File: src/rtl/dispatch_fifo_rr_scheduler.sv
// Round-robin burst drain scheduler for show-ahead dispatcher FIFOs.
// One queue is granted at a time; popped words pass through a one-entry registered output stage.
module dispatch_fifo_rr_scheduler #(
  parameter int NUM_Q      = 4,
  parameter int DATA_WIDTH = 32,
  parameter int MAX_BURST  = 4,
  localparam int QID_W     = $clog2(NUM_Q),
  localparam int BEAT_W    = $clog2(MAX_BURST) + 1
) (
  input  logic                        clk,
  input  logic                        rst_n,
  input  logic                        enable,
  input  logic [NUM_Q-1:0]            q_empty,
  input  logic [NUM_Q*DATA_WIDTH-1:0] q_data,
  output logic [NUM_Q-1:0]            q_pop,
  output logic                        out_valid,
  output logic [DATA_WIDTH-1:0]       out_data,
  output logic [QID_W-1:0]            out_qid,
  input  logic                        out_ready,
  output logic                        busy
);

  typedef enum logic {ST_IDLE, ST_BURST} state_t;

  state_t                state_q, state_d;
  logic [QID_W-1:0]      cur_q_q, cur_q_d;
  logic [QID_W-1:0]      last_grant_q, last_grant_d;
  logic [BEAT_W-1:0]     beat_cnt_q, beat_cnt_d;
  logic                  out_valid_q, out_valid_d;
  logic [DATA_WIDTH-1:0] out_data_q, out_data_d;
  logic [QID_W-1:0]      out_qid_q, out_qid_d;

  logic [DATA_WIDTH-1:0] head [NUM_Q];
  logic [QID_W-1:0]      next_q;
  logic [QID_W-1:0]      cand;
  logic                  found;
  logic                  any_req;
  logic                  slot_free;
  logic                  pop;
  logic                  burst_last;

  always_comb begin
    for (int i = 0; i < NUM_Q; i++) begin
      head[i] = q_data[i*DATA_WIDTH +: DATA_WIDTH];
    end
  end

  // Rotating priority: first non-empty queue strictly after the last grant.
  always_comb begin
    next_q = last_grant_q;
    cand   = last_grant_q;
    found  = 1'b0;
    for (int i = 1; i <= NUM_Q; i++) begin
      cand = QID_W'((int'(last_grant_q) + i) % NUM_Q);
      if (!found && !q_empty[cand]) begin
        next_q = cand;
        found  = 1'b1;
      end
    end
  end

  // Output handshake: a word transfers on any cycle where out_valid && out_ready;
  // out_data/out_qid are held stable while out_valid && !out_ready.
  assign any_req    = ~&q_empty;
  assign slot_free  = !out_valid_q || out_ready;
  assign pop        = (state_q == ST_BURST) && enable && !q_empty[cur_q_q] && slot_free;
  assign burst_last = (beat_cnt_q == BEAT_W'(MAX_BURST - 1));

  always_ff @(posedge clk) begin
    if (!rst_n) begin
      state_q      <= ST_IDLE;
      cur_q_q      <= '0;
      last_grant_q <= QID_W'(NUM_Q - 1);
      beat_cnt_q   <= '0;
      out_valid_q  <= 1'b0;
      out_data_q   <= '0;
      out_qid_q    <= '0;
    end else begin
      state_q      <= state_d;
      cur_q_q      <= cur_q_d;
      last_grant_q <= last_grant_d;
      beat_cnt_q   <= beat_cnt_d;
      out_valid_q  <= out_valid_d;
      out_data_q   <= out_data_d;
      out_qid_q    <= out_qid_d;
    end
  end

  always_comb begin
    state_d      = state_q;
    cur_q_d      = cur_q_q;
    last_grant_d = last_grant_q;
    beat_cnt_d   = beat_cnt_q;
    case (state_q)
      ST_IDLE: begin
        if (enable && any_req) begin
          cur_q_d    = next_q;
          beat_cnt_d = '0;
          state_d    = ST_BURST;
        end
      end
      ST_BURST: begin
        if (pop) begin
          beat_cnt_d = beat_cnt_q + BEAT_W'(1);
        end
        // Backpressure alone keeps the grant; only completion, drain or disable end it.
        if ((pop && burst_last) || q_empty[cur_q_q] || !enable) begin
          state_d      = ST_IDLE;
          last_grant_d = cur_q_q;
        end
      end
      default: state_d = ST_IDLE;
    endcase
  end

  always_comb begin
    q_pop       = '0;
    out_valid_d = out_valid_q;
    out_data_d  = out_data_q;
    out_qid_d   = out_qid_q;
    if (pop) begin
      q_pop[cur_q_q] = 1'b1;
      out_valid_d    = 1'b1;
      out_data_d     = head[cur_q_q];
      out_qid_d      = cur_q_q;
    end else if (out_valid_q && out_ready) begin
      out_valid_d = 1'b0;
    end
  end

  assign out_valid = out_valid_q;
  assign out_data  = out_data_q;
  assign out_qid   = out_qid_q;
  assign busy      = (state_q == ST_BURST) || out_valid_q;

endmodule
File: config.mk
export PLATFORM = sky130hd
export DESIGN_NAME = dispatch_fifo_rr_scheduler
export DESIGN_NICKNAME = d
export VERILOG_FILES = /design/src/rtl/dispatch_fifo_rr_scheduler.sv
export SDC_FILE = /design/constraint.sdc
export NUM_CORES = 1
export LEC_CHECK = 0
export BUFFER_PORTS_ARGS = -buffer_cell sky130_fd_sc_hd__buf_2
export CAP_MARGIN = 20
export CELL_PAD_IN_SITES_DETAIL_PLACEMENT = 1
export CELL_PAD_IN_SITES_GLOBAL_PLACEMENT = 1
export CORE_MARGIN = 2
export CORE_UTILIZATION = 30
export DETAILED_ROUTE_END_ITERATION = 7
export GPL_ROUTABILITY_DRIVEN = 1
export MAX_ROUTING_LAYER = met4
export PLACE_DENSITY_LB_ADDON = 0.1
export SKIP_CTS_REPAIR_TIMING = 1
export SLEW_MARGIN = 0
export SYNTH_ARGS = -nofsm -noshare
export SYNTH_HDL_FRONTEND = slang
export SYNTH_SLANG_ARGS = --single-unit
File: constraint.sdc
create_clock -name clk -period 2.61 [get_ports clk]
set_clock_uncertainty 0.2 [all_clocks]
set_input_delay 0.1305 -clock clk [delete_from_list [all_inputs] [get_ports clk]]
set_output_delay 0.1305 -clock clk [all_outputs]
set_load 0.03 [all_outputs]
* Word level (Yosys, flattened, before mapping)
Index checks and enable logic that the tools add are counted.
Storage, ports and cells: output and inout bits 40, bits in registers 43, input bits 136, logic and storage cells 83
Cells by class: multiplexer cells 31, equal/unequal tests 3, reductions and logical operators 28, add/sub/neg operators 5, magnitude comparators 7, bitwise operators 2
Operator list (count):
- $bmux W32 S2 | 1
- $mux W32 | 2
- $lt A2 B3 Y1 const B | 5
- $mux W1 | 13
- $bmux W1 S2 | 5
- $logic_and A1 B1 Y1 | 10
- $logic_not A1 Y1 | 9
- $mux W2 | 4
- $mux W3 | 2
- $pmux W3 S2 | 1
- $reduce_and A2 Y1 | 3
- $add A2 B1 Y2 const B | 2
- $add A2 B2 Y2 const B | 2
- $logic_or A1 B1 Y1 | 4
- $mux W4 | 1
- $reduce_and A4 Y1 | 1
- $add A3 B1 Y3 const B | 1
- $eq A3 B2 Y1 const B | 1
- $ge A3 B3 Y1 const B | 1
- $not A2 Y3 | 1
- $demux W1 S2 | 1
- $ge A2 B1 Y1 const B | 1
- $ne A2 B1 Y1 const B | 1
- $ne A2 B2 Y1 const B | 1
- other kinds (3) | 3

* Logic depth before layout (Yosys ltp)
depth in word-level cells 12, mapped depth 7, mapped depth without buffers 5

* Worst setup path after synthesis
No wires, ideal clock.
path type flip-flop to output port, from register cur_q_q[1], to output q_pop[2], required time 2.280 ns, path buffers 2, slack 0.154 ns, arrival time 2.126 ns, cell stages (with the launch flop) 7, cells stage by stage dfxtp_1 -> clkbuf_1 -> mux2_4 -> o32ai_4 -> buf_4 -> nand2_1 -> nor3b_1
On the way: word-level cells in the longest chain between the ends 6, elaborated cells on any way between the ends 11, classes of those cells order compare: 2; mux: 5; reduce/logical: 4
RTL lines:
- from (decl) | RTL line 26 | logic [QID_W-1:0] cur_q_q, cur_q_d;
- from (signal assigned) | RTL line 80 | cur_q_q <= cur_q_d;
- branches (longest 5 deep; another with $lt A2 B3 Y1)
- $mux W4 * | RTL line 121 | if (pop) begin
- to (decl) | RTL line 15 | output logic [NUM_Q-1:0] q_pop,
Every way passes the cells marked *. The select of a mux whose other input is x is not followed.

* Worst setup path after layout
from register cur_q_q[1], to output q_pop[3]
The elaborated chain is that of the path after synthesis.

==> flow_metrics.py <==
metrics = {
    "worst_hold_path": {
        "hold_class": "primary input to flop",
        "hold_path_depth": 3,
    },
    "clock_network": {
        "htreeDepth": 2,
        "clk_latency_ps": 300,
        "tritoncts": "done",
        "cts.path.max_buffers": 2,
        "clk_pin_slew_worst_paths_ps": 80,
        "cts_root_buf": "clkbuf_8",
        "cts.sinks": 43,
        "cts_made_buffers": 5,
    },
    "sta": {
        "fmax_ghz": 0.423,
        "final_hold_viol_count": 0,
        "finalSetupViolCount": 0,
        "fin_crit_ps": 2360,
        "post-route-period-util": 0.905,
        "tns_ps": 0,
        "slew_headroom": 0.622,
        "final_max_slew_viol_count": 0,
        "tightest_slew_ps": 567,
        "rsz0062_at_grt": "no",
    },
    "pwr": {
        "power_density_mw_per_mm2": 473,
        "power.share.clock": 0.352,
        "p_leak_nw": 1.65,
        "sw_frac_of_total": 0.266,
        "comb_power_share": 0.252,
        "intPower_mw": 1.29,
        "power.switching_mw": 0.468,
        "max-vdd-ir-drop_uv": 352,
        "p_seq_frac": 0.396,
    },
    "floorplanning": {
        "core_area_mm2": 0.00864,
        "rows": 34,
        "io_pins": 176,
        "die_h_um": 97.8,
        "die-width_um": 97.8,
        "dieArea_mm2": 0.00956,
        "initial_core_util": 0.305,
    },
    "detailed_routing": {
        "vias_per_cell": 5.24,
        "drc": 0,
        "drt_iter0_drc": 94,
        "postRouteAntennaNets": 0,
        "finalWirelength_mm": 8.33,
        "drtPass1Iterations": 4,
        "routedWlPerCell_um": 15.4,
        "vias": 2822,
    },
    "final_layout": {
        "areaGrowthSynthToFinish_pct": 41.2,
        "final_area_mm2": 0.00372,
        "fillers": 1081,
        "num_antenna_cells": 0,
        "drive_gt1_frac": 0.538,
        "nets": 568,
    },
    "setup_path": {
        "critPathMaxStageDelay_ps": 380,
        "crit_start": "cur_q_q[1]",
        "rrSetupSlack_ps": 660,
        "crit_chain": "mux2_4 -> o32ai_4 -> and2_1 -> buf_4 -> and3_1 -> buf_2",
        "ff2ff_path_depth": 5,
        "startpoint_type": "flop",
        "path_class": "flop to output port",
        "end_kind": "output port",
        "r2r-start": "cur_q_q[1]",
        "cp_max_fo": 12,
        "worstReg2RegEnd": "out_data[30]",
        "critPathCapture": "q_pop[3]",
        "critPathSlowestCell": "dfxtp_2",
        "required_ps": 2280,
        "critPathArrivalTime_ps": 2030,
    },
    "synth": {
        "synth_edf_count": 0,
        "synth.top_cells.by_count": "dfxtp_1, nand2_1, nand4_1",
        "synth-seq-cells": 43,
        "syn_area_mm2": 0.00264,
        "yosys_warnings": 0,
        "avgSynthCellArea_um2": 9.77,
        "synth_cells": 270,
        "synth_fp_nets": 408,
        "ys_types": 34,
        "async_reset_ff_frac": 0,
        "yosysMostFrequentCell": "dfxtp_1",
        "synthTopCellsByArea": "dfxtp_1, mux4_2, nand4_1, nand2_1, o21ai_0",
        "ys.flop_type": "dfxtp_1",
        "synth_top_area_share": 0.326,
        "yosys.area.top_type": "dfxtp_1",
        "ys_seq_area_frac": 0.326,
    },
    "global_routing": {
        "antenna_found_initial": 0,
        "grt_usage": 0.180,
        "grt-ovfl-total": 0,
        "first_global_vias": 2908,
        "grt_first_pass_wirelength_mm": 13.8,
        "grt_max_degree": 50,
    },
    "place": {
        "hpwlAfterDp_mm": 6.40,
        "routabilityCongestion": 0.738,
        "io_buffers": 175,
        "dpl_cell_area_mm2": 0.00359,
    },
    "flow_run": {
        "drv.max_cap_violation_count": 0,
    },
    "outcome": {
        "run_status": "finished, final reports clean",
    },
}
## power by group through the flow
stage	Combinational (mW)	Sequential (mW)	Clock, mW
2_1_floorplan	0.254	0.741	0
3_3_place_gp	0.444	0.712	0
3_5_place_dp	0.451	0.713	0
4_1_cts	0.453	0.698	0.638
5_1_grt	0.488	0.702	0.664
6_report	0.443	0.698	0.620
## worst min path at each step
| stage | start | endpoint |
|---|---|---|
| after global routing | q_empty[0] | cur_q_q[1] |
| after global placement | out_data[13] | out_data[13] |
| after detailed placement | out_data[12] | out_data[12] |
| final | q_empty[0] | cur_q_q[0] |
| after CTS | q_empty[0] | cur_q_q[0] |
| after floorplan | q_empty[2] | cur_q_q[0] |
## final cells by class
type	instances	area [um2]	share of cell area
multi-input combinational	189	1600	0.431
clock buffer	5	68.8	0.0185
clock inverter	3	67.6	0.0181
tap	108	135	0.0363
timing repair buffer	185	963	0.259
sequential	43	863	0.232
inverter	6	22.5	0.00605
## layout by cell type (no fill, tap or decap), drive strengths merged, types with 3 or more instances in the layout
cell type and n:
a211oi 3, nand3 5, clkbuf 5, dfxtp 43
buf 185, a21oi 4, o21ai 41, nand2 41
mux4 32, inv 6, nand4 36
## sequential cells by signal, summed over array words and instances (netlist names)
name and flops:
last_grant_q 2, state_q 1, out_valid 1, beat_cnt_q 3
out_qid 2, out_data 32, cur_q_q 2
## through the flow
| step | cells | hold WS [ps] | utilization | power, mW | worst slack, ps |
|---|---|---|---|---|---|
| detailed placement | 531 | 242 | 0.416 | 1.16 | 564 |
| floorplan | 270 | 144 | - | 0.995 | 154 |
| global route | 539 | 72.0 | 0.431 | 1.85 | 135 |
| finish | 539 | 32.5 | 0.431 | 1.76 | 248 |
| CTS | 539 | 26.7 | 0.431 | 1.79 | 225 |
| global placement | 531 | 234 | 0.416 | 1.16 | 595 |
## kinds of logic (layout without fill, tap and decap cells)
logic type,after synthesis,count (layout),synth area share
AOI/OAI and AO/OA,56,56,0.125
adders and majority gates,2,2,0.00949
buffers and inverters,38,199,0.0664
DFF,43,43,0.326
muxes,34,34,0.283
and+or+nand+nor,97,97,0.190
## critical path: cells and delay by family, from the launching register on
family / cells / cell delay (ps)
buffers and inverters: 2 / 380
AO/OA/AOI/OAI: 1 / 300
multiplexers: 1 / 330
AND/OR/NAND/NOR: 2 / 360
flip-flops: 1 / 380
## routing by layer
| layer | GRT usage | wire [um] | up-vias |
|---|---|---|---|
| met1 | 0.207 | 3360 | 1352 |
| met4 | 0.0342 | 59 | 0 |
| met2 | 0.323 | 4310 | 109 |
| met3 | 0.0415 | 603 | 8 |
| met5 | - | 0 | - |
| li1 | - | - | 1353 |
Note: power is estimated with default switching activity, not from simulation.
